## src/rtl/proc_control_if.sv

```systemverilog
`default_nettype none
// ============================================================================
//  Module   : proc_control_if
//  Brief    : Instruction-source and datapath-control signal bundle for
//             proc_control. The master modport is the control unit; the
//             slave modport is the side that supplies Run/DIN and consumes
//             the datapath strobes.
//  Revision : 1.0 - initial release
// ============================================================================
interface proc_control_if #(
    parameter int Tamanho_Da_Palavra = 16,
    parameter int N_REGS             = 8
);
    // Instruction source
    logic                          Run;
    logic [Tamanho_Da_Palavra-1:0] DIN;

    // Datapath control strobes
    logic                          IRin;
    logic [N_REGS-1:0]             Rin;
    logic [N_REGS-1:0]             Rout;
    logic                          temp_io;
    logic                          Gin;
    logic                          Gout;
    logic                          DINout;
    logic                          AddSub;
    logic                          Done;
    logic                          Busy;

    modport master (
        input  Run, DIN,
        output IRin, Rin, Rout, temp_io, Gin, Gout, DINout, AddSub, Done, Busy
    );

    modport slave (
        output Run, DIN,
        input  IRin, Rin, Rout, temp_io, Gin, Gout, DINout, AddSub, Done, Busy
    );
endinterface
`default_nettype wire

```

## src/rtl/proc_control.sv

```systemverilog
`default_nettype none
// ============================================================================
//  Module   : proc_control
//  Brief    : Time-step (T0..T3) control unit for the simple processor
//             datapath. Latches an instruction on Run, then decodes
//             state + IR into bus-select, load-enable and temp strobes,
//             pulsing Done in the final step of each instruction.
//  Revision : 1.0 - initial release
// ============================================================================
module proc_control #(
    parameter int Tamanho_Da_Palavra = 16,
    parameter int N_REGS             = 8
) (
    input  wire logic          Clock,
    input  wire logic          Resetn,
    proc_control_if.master     ctl
);

    // Opcode encodings; 100..111 fall through to the NOP path.
    localparam logic [2:0] OP_MV  = 3'b000;
    localparam logic [2:0] OP_MVI = 3'b001;
    localparam logic [2:0] OP_ADD = 3'b010;
    localparam logic [2:0] OP_SUB = 3'b011;

    typedef enum logic [1:0] {
        T0 = 2'd0,
        T1 = 2'd1,
        T2 = 2'd2,
        T3 = 2'd3
    } state_t;

    // The three 3-bit fields must fit in the word, and the register
    // fields can only address eight registers.
    if (Tamanho_Da_Palavra < 9) begin : g_bad_width
        $error("proc_control: Tamanho_Da_Palavra must be at least 9");
    end
    if (N_REGS != 8) begin : g_bad_regs
        $error("proc_control: N_REGS must be 8");
    end

    state_t                        state;
    logic [Tamanho_Da_Palavra-1:0] ir;

    logic [2:0] opcode;
    logic [2:0] reg_x;
    logic [2:0] reg_y;
    logic       is_arith;

    assign opcode   = ir[Tamanho_Da_Palavra-1 -: 3];
    assign reg_x    = ir[Tamanho_Da_Palavra-4 -: 3];
    assign reg_y    = ir[Tamanho_Da_Palavra-7 -: 3];
    assign is_arith = (opcode == OP_ADD) || (opcode == OP_SUB);

    // Low IR bits are carried but never decoded.
    if (Tamanho_Da_Palavra > 9) begin : g_unused_bits
        logic unused_ir_bits;
        assign unused_ir_bits = ^ir[Tamanho_Da_Palavra-10:0];
    end

    function automatic logic [N_REGS-1:0] onehot(input logic [2:0] idx);
        logic [N_REGS-1:0] v;
        v      = '0;
        v[idx] = 1'b1;
        return v;
    endfunction

    // Time-step sequencer and instruction latch.
    always_ff @(posedge Clock or negedge Resetn) begin
        if (!Resetn) begin
            state <= T0;
            ir    <= '0;
        end else begin
            case (state)
                T0: begin
                    if (ctl.Run) begin
                        ir    <= ctl.DIN;
                        state <= T1;
                    end
                end
                T1:      state <= is_arith ? T2 : T0;
                T2:      state <= is_arith ? T3 : T0;
                default: state <= T0;
            endcase
        end
    end

    logic              irin_c;
    logic [N_REGS-1:0] rin_c;
    logic [N_REGS-1:0] rout_c;
    logic              temp_io_c;
    logic              gin_c;
    logic              gout_c;
    logic              dinout_c;
    logic              addsub_c;
    logic              done_c;
    logic              busy_c;

    // Output decode from the current step and the latched instruction.
    always_comb begin
        irin_c    = 1'b0;
        rin_c     = '0;
        rout_c    = '0;
        temp_io_c = 1'b1;
        gin_c     = 1'b0;
        gout_c    = 1'b0;
        dinout_c  = 1'b0;
        addsub_c  = 1'b0;
        done_c    = 1'b0;
        busy_c    = (state != T0);

        case (state)
            T0: begin
                // Gated by Resetn so a Run seen during reset never strobes IRin.
                irin_c = ctl.Run & Resetn;
            end
            T1: begin
                case (opcode)
                    OP_MV: begin
                        rout_c = onehot(reg_y);
                        rin_c  = onehot(reg_x);
                        done_c = 1'b1;
                    end
                    OP_MVI: begin
                        dinout_c = 1'b1;
                        rin_c    = onehot(reg_x);
                        done_c   = 1'b1;
                    end
                    OP_ADD, OP_SUB: begin
                        rout_c    = onehot(reg_x);
                        temp_io_c = 1'b0;
                    end
                    default: begin
                        done_c = 1'b1;
                    end
                endcase
            end
            T2: begin
                if (is_arith) begin
                    rout_c   = onehot(reg_y);
                    gin_c    = 1'b1;
                    addsub_c = opcode[0];
                end
            end
            default: begin
                if (is_arith) begin
                    gout_c = 1'b1;
                    rin_c  = onehot(reg_x);
                    done_c = 1'b1;
                end
            end
        endcase
    end

    assign ctl.IRin    = irin_c;
    assign ctl.Rin     = rin_c;
    assign ctl.Rout    = rout_c;
    assign ctl.temp_io = temp_io_c;
    assign ctl.Gin     = gin_c;
    assign ctl.Gout    = gout_c;
    assign ctl.DINout  = dinout_c;
    assign ctl.AddSub  = addsub_c;
    assign ctl.Done    = done_c;
    assign ctl.Busy    = busy_c;

endmodule
`default_nettype wire

```

## src/flat_wrapper.sv

```systemverilog
// flat-port wrapper written by rule: the top's interface ports become plain ports
module proc_control_flat 
#(
    parameter int Tamanho_Da_Palavra = 16,
    parameter int N_REGS             = 8
)
  (Clock, Resetn, ctl_Run, ctl_DIN, ctl_IRin, ctl_Rin, ctl_Rout, ctl_temp_io, ctl_Gin, ctl_Gout, ctl_DINout, ctl_AddSub, ctl_Done, ctl_Busy);
  proc_control_if #(.Tamanho_Da_Palavra(Tamanho_Da_Palavra), .N_REGS(N_REGS)) ctl_i ();
  input  wire logic Clock;
  input  wire logic Resetn;
  input wire logic [$bits(ctl_i.Run)-1:0] ctl_Run;
  input wire logic [$bits(ctl_i.DIN)-1:0] ctl_DIN;
  output wire logic [$bits(ctl_i.IRin)-1:0] ctl_IRin;
  output wire logic [$bits(ctl_i.Rin)-1:0] ctl_Rin;
  output wire logic [$bits(ctl_i.Rout)-1:0] ctl_Rout;
  output wire logic [$bits(ctl_i.temp_io)-1:0] ctl_temp_io;
  output wire logic [$bits(ctl_i.Gin)-1:0] ctl_Gin;
  output wire logic [$bits(ctl_i.Gout)-1:0] ctl_Gout;
  output wire logic [$bits(ctl_i.DINout)-1:0] ctl_DINout;
  output wire logic [$bits(ctl_i.AddSub)-1:0] ctl_AddSub;
  output wire logic [$bits(ctl_i.Done)-1:0] ctl_Done;
  output wire logic [$bits(ctl_i.Busy)-1:0] ctl_Busy;
  assign ctl_i.Run = ctl_Run;
  assign ctl_i.DIN = ctl_DIN;
  assign ctl_IRin = ctl_i.IRin;
  assign ctl_Rin = ctl_i.Rin;
  assign ctl_Rout = ctl_i.Rout;
  assign ctl_temp_io = ctl_i.temp_io;
  assign ctl_Gin = ctl_i.Gin;
  assign ctl_Gout = ctl_i.Gout;
  assign ctl_DINout = ctl_i.DINout;
  assign ctl_AddSub = ctl_i.AddSub;
  assign ctl_Done = ctl_i.Done;
  assign ctl_Busy = ctl_i.Busy;
  proc_control #(.Tamanho_Da_Palavra(Tamanho_Da_Palavra), .N_REGS(N_REGS)) u_core (.Clock(Clock), .Resetn(Resetn), .ctl(ctl_i));
endmodule
```

## config.mk

```make
export PLATFORM = sky130hd
export DESIGN_NAME = proc_control_flat
export DESIGN_NICKNAME = d
export VERILOG_FILES = /design/src/rtl/proc_control_if.sv /design/src/rtl/proc_control.sv /design/src/flat_wrapper.sv
export SDC_FILE = /design/constraint.sdc
export NUM_CORES = 1
export LEC_CHECK = 0
export ABC_CLOCK_PERIOD_IN_PS = 1600
export BUFFER_PORTS_ARGS = -buffer_cell sky130_fd_sc_hd__buf_2
export CORE_MARGIN = 4
export CORE_UTILIZATION = 39
export CTS_CLUSTER_SIZE = 8
export DETAILED_ROUTE_END_ITERATION = 8
export GPL_ROUTABILITY_DRIVEN = 0
export HOLD_SLACK_MARGIN = 0.03
export PLACE_DENSITY = 0.83
export SLEW_MARGIN = 20
export SYNTH_ARGS = -nofsm -noshare
export SYNTH_HDL_FRONTEND = slang
export SYNTH_SLANG_ARGS = --single-unit
```

## constraint.sdc

```tcl
create_clock -name Clock -period 1.6 [get_ports Clock]
set_input_delay 0.24 -clock Clock [delete_from_list [all_inputs] [get_ports Clock]]
set_output_delay 0.24 -clock Clock [all_outputs]
set_load 0.02 [all_outputs]
```

* Word level (Yosys, flattened, before mapping) *
Index checks and enable logic that the tools add are counted.

word-level totals
  bits in registers = 18
  ROM bits = 0
  bits in latches = 0
  bits in writable memories = 0
  logic and storage cells = 49
  output and inout port bits = 24
  memories kept = 0
  input port bits = 19

cells by class
  multiplexer cells = 25
  $mul = 0
  add/subtract/negate cells = 0
  eq/ne operators = 6
  reductions and logical operators = 11
  order comparisons = 4
  bitwise operators = 1
  div/mod/pow operators = 0
  shift-type cells = 0

operators with widths
  kind                                                                count
  one-hot mux 8 bit (2 select lines)                                  3
  2-to-1 mux 8 bit                                                    3
  2-to-1 mux 1 bit                                                    12
  < comparator 3 x 4 -> 1 bit (second input constant)                 2
  demux 1 bit (select 3 bit)                                          2
  == test 3 x 2 -> 1 bit (second input constant)                      2
  greater-or-equal comparator 3 x 1 -> 1 bit (second input constant)  2
  2-to-1 mux 2 bit                                                    3
  one-hot mux 2 bit (3 select lines)                                  1
  OR reduction 2 bit                                                  3
  == test 3 x 1 -> 1 bit (second input constant)                      1
  zero test 3 bit                                                     1
  OR reduction 3 bit                                                  1
  == test 2 x 1 -> 1 bit (second input constant)                      1
  == test 2 bit (second input constant)                               1
  logical AND 1 bit                                                   2
  zero test 2 bit                                                     1
  inequality test 2 bit (second input constant)                       1
  one-hot mux 1 bit (2 select lines)                                  1
  AND reduction 2 bit                                                 1
  nonzero test 2 bit                                                  1
  bitwise AND 1 bit                                                   1
  logical OR 1 bit                                                    1

* Longest topological paths before layout *
  word-level depth = 6
  mapped depth = 5
  mapped depth without buffers = 5

* Worst setup path after synthesis *
No wires, ideal clock.

  kind = reg-to-output
  from = register u_core.state[1]
  to = output ctl_Rin[0]
  data arrival time = 1759 ps
  slack = -399 ps
  stages on the path, launching flop included = 6
  data required time = 1360 ps
  path buffers = 0
  path through = dfrtp_1 > inv_1 > ha_1 > or3b_1 > a21o_1 > nor3_1

on the way
  longest elaborated chain between the ends = 3
  elaborated cells on any way between the ends = 5
  classes of those cells = eq/ne (2); mux (1); reduce/logical (2)

RTL lines
  what                                              line                 RTL
  start: declaration                                proc_control.sv:41   state_t state;
  start signal: assignment                          proc_control.sv:80   T1: state <= is_arith ? T2 : T0;
  start signal: assignment                          proc_control.sv:81   T2: state <= is_arith ? T3 : T0;
  == test 2 bit or zero test 2 bit (tied branches)  proc_control.sv:111  case (state)
  OR reduction 2 bit (no line)                      -
  one-hot mux 8 bit (2 select lines) *              proc_control.sv:111
  end: declaration                                  flat_wrapper.sv:14   output wire logic [$bits(ctl_i.Rin)-1:0] ctl_Rin;

Mark *: on every way between the ends. The rest lies on a longest branch, timed or not.

* Worst setup path after layout *
  from = register u_core.state[0]
  to = output ctl_Rin[6]

Same word-level chain as after synthesis.

==> metrics.md <==
| Metric | Value |
|---|---|
| Post-synth top flop | dfrtp_1 |
| Min Hold Slack | 0.202 ns |
| Clk buf depth | 2 |
| Avg WL per Cell | approximately 19 um |
| Core ar. | 1820 sq um |
| Syn avg cell area | around 9.2 sq um |
| Antenna Diode Count | 0 |
| Final period util | 134% |
| Critical-path maximum fanout | 8 |
| Status | finished, violations left |
| Hold Crit Start | ctl_DIN[13] |
| Rel. slew slack | 72.2% |
| Lkg Pwr | 0.718 nW |
| Sequential cell area fraction in the yosys report | 34.9% |
| GRT overflow | 0 |
| Vias in the first global route | between 1000 and 1500 |
| Num ports | 43 |
| Data required, critical path | 1.36 ns |
| Max-Cap Viols | 0 |
| Unrepaired setup endpoints after global routing | yes |
| DRT iter0 DRCs | 19 |
| Slew Limit Fails | 0 |
| Row Count | 15 |
| Min-Delay Endpoint | u_core.ir[13] |
| Starting Density | approximately 43% |
| Post-DP HPWL | 2190 um |
| I/O Buffers | 35 |
| Drt pass-1 iters | 4 |
| Pin count of the biggest net entering global routing | 12 |
| Slowest stage delay, CP | 0.46 ns |
| HP Class | input port to flip-flop |
| CP arrival | 1.91 ns |
| Final Critical Period | 2.15 ns |
| Vias post-DR | just under 1000 |
| Max Freq | 465 MHz |
| Mapped Area | between 700 and 800 sq um |
| Hold Path Depth | 2 |
| Syn-to-layout area delta | 106% |
| Failing checks | setup timing |
| Worst-case reg-to-reg path depth | 8 |
| Die area | 2800 sq um |
| H-tree levels | 1 |
| Crit path kind | flip-flop to output port |
| Share of post-route cells with drive strength above 1 | 76.0% |
| Layout Nets | 171 |
| Dpl ws | -0.394 ns |
| Tot Pwr | 3.01 mW |
| Critical path, cell by cell | ha_2 > or3b_4 > a21o_4 > nor3_4 > buf_6 |
| Die height | between 50 and 60 um |
| Net Count, Synth | 110 |
| Final setup fails | 20 |
| GR Util All Layers | around a quarter |
| Post-synth EDFFs | 0 |
| FFs w/ async S/R, synth | 100% |
| Pwr dens | 1850 nW/um^2 |
| Reg-to-reg startpoint | u_core.state[1] |
| Vias per cell | 5.70 |
| Initial antenna violation count | 0 |
| Clk pin slew, worst setup/hold paths | 0.06 ns |
| Die Width | around 53 um |
| Reg2reg end | u_core.state[1] |
| Clk sinks | 11 |
| Crit path capture type | output port |
| Post-Synthesis Cells | 86 |
| CTS root buf | clkbuf_4 |
| Synth Register Bits | 11 |
| Maximum vdd drop | between 1000 and 1500 uV |
| Antenna-violating nets left | 0 |
| DRC violations left | 0 |
| Worst reg2reg setup slack | about 0.080 ns |
| Yosys Warn Count | 0 |
| Clock latency on the worst-skew pair | 0.27 ns |
| Final setup TNS | -8.90 ns |
| TritonCTS clock tree | yes |
| First-pass GRT wire length | 5060 um |
| Setup crit start kind | flip-flop |
| Yosys cell types | 26 |
| Cts bufs inserted | 3 |
| Slowest cell on the critical path | dfrtp_2 |
| Slew @ Worst Pin | 0.417 ns |
| Final hold violations | 0 |
| Slack of the critical path | -0.552 ns |
| Total routed wirelength | 3250 um |
| Clk_skew | 0.00112 ns |
## sequential cells by signal (all words and copies together), names as in the netlist
signal / flops
u_core.ir: 9
u_core.state: 2
## metrics by stage
step / area, sq um / utilization [%] / cells
after floorplan: 997 / - / 86
after global placement: 1330 / 72.9 / 160
after detailed placement: 1330 / 72.9 / 160
after CTS: 1580 / 86.8 / 170
after global routing: 1620 / 89.2 / 171
final: 1620 / 89.2 / 171
## placed cells by master, fill, tap and decap left out, types with 2 or more instances in the layout
cell type | Yosys | final
ha_1 | 5 | 2
nor3_4 | 0 | 8
inv_1 | 6 | 4
buf_6 | 0 | 20
ha_2 | 0 | 2
o21ai_2 | 0 | 2
buf_4 | 0 | 23
clkbuf_4 | 0 | 3
nand4_1 | 2 | 2
dfrtp_2 | 0 | 3
inv_2 | 0 | 2
nand2b_1 | 4 | 3
buf_2 | 1 | 13
mux2_2 | 9 | 9
o32ai_4 | 0 | 2
dfrtp_1 | 11 | 8
nand2_1 | 7 | 5
o22ai_2 | 0 | 4
nor2_4 | 0 | 2
o32ai_2 | 0 | 2
and2_1 | 2 | 2
## area by class of cell
class	count	area [sq um]
fill	77	196
tap	25	31.3
clock buffer	4	26.3
multi-input combinational	67	772
timing repair buffer	58	493
sequential	11	279
inverter	6	22.5
## worst max-delay path by stage
| stage | from | endpoint | slack (ns) | cells past startpoint |
|---|---|---|---|---|
| after floorplan | u_core.state[0] | ctl_Rin[0] | -0.19 | 4 |
| after global placement | u_core.state[0] | ctl_Rout[1] | -0.27 | 6 |
| after detailed placement | u_core.state[0] | ctl_Rout[3] | -0.39 | 6 |
| after CTS | u_core.state[0] | ctl_Rin[6] | -0.53 | 5 |
| after global routing | u_core.state[0] | ctl_Rout[0] | -0.66 | 6 |
| final | u_core.state[0] | ctl_Rin[6] | -0.55 | 5 |
## metal layers
metal | share of wire, % | up-vias | global-route usage (%)
li1 | - | 435 | -
met1 | 37 | 476 | 27.7
met2 | 54 | 48 | 47.7
met3 | 4.6 | 15 | 2.54
met4 | 4.2 | 0 | 16.6
met5 | 0 | - | 0
## kinds of logic (layout without fill, tap and decap cells)
logic type,count (synthesis),in the layout,synth area share (%)
mux,9,9,12.9
fa+ha+maj,5,5,7.94
compound gates,15,15,13.6
simple gates,38,38,26.7
flops,11,11,34.9
buf+inv,8,68,3.97
## synthesized netlist by cell type, types with 3 or more instances
cell,count,area share [%]
inv_1,6,2.9
nor2_1,3,1.4
dfrtp_1,11,35
nor3_1,8,5.1
ha_1,5,7.9
nand2_1,7,3.3
o22ai_1,4,3.2
mux2_2,9,13
o32ai_1,4,4.4
o21ai_0,3,1.9
nand2b_1,4,3.2
## report_power, final
part           total [mW]  switching, mW  leakage [nW]  internal [mW]
Combinational        2.16           1.13         0.575           1.03
Sequential          0.668          0.240         0.128          0.428
Clock               0.183         0.0868        0.0150         0.0966
Total                3.01           1.46         0.718           1.55
## worst max-delay path: cells and delay by family, from the launching register on
kind            cells  cell delay, ns
flops               1            0.46
compound gates      1            0.29
fa+ha+maj           1            0.20
simple gates        2            0.54
buf+inv             1            0.15
## repair_timing
item	in CTS	in global routing
resized for setup	57	10
hold endpoints to repair	11	0
hold buffers	1	0
setup endpoints to repair	23	24
buffers inserted	5	1
pin swaps	5	1
No activity file was read; power rests on OpenSTA's default activity.
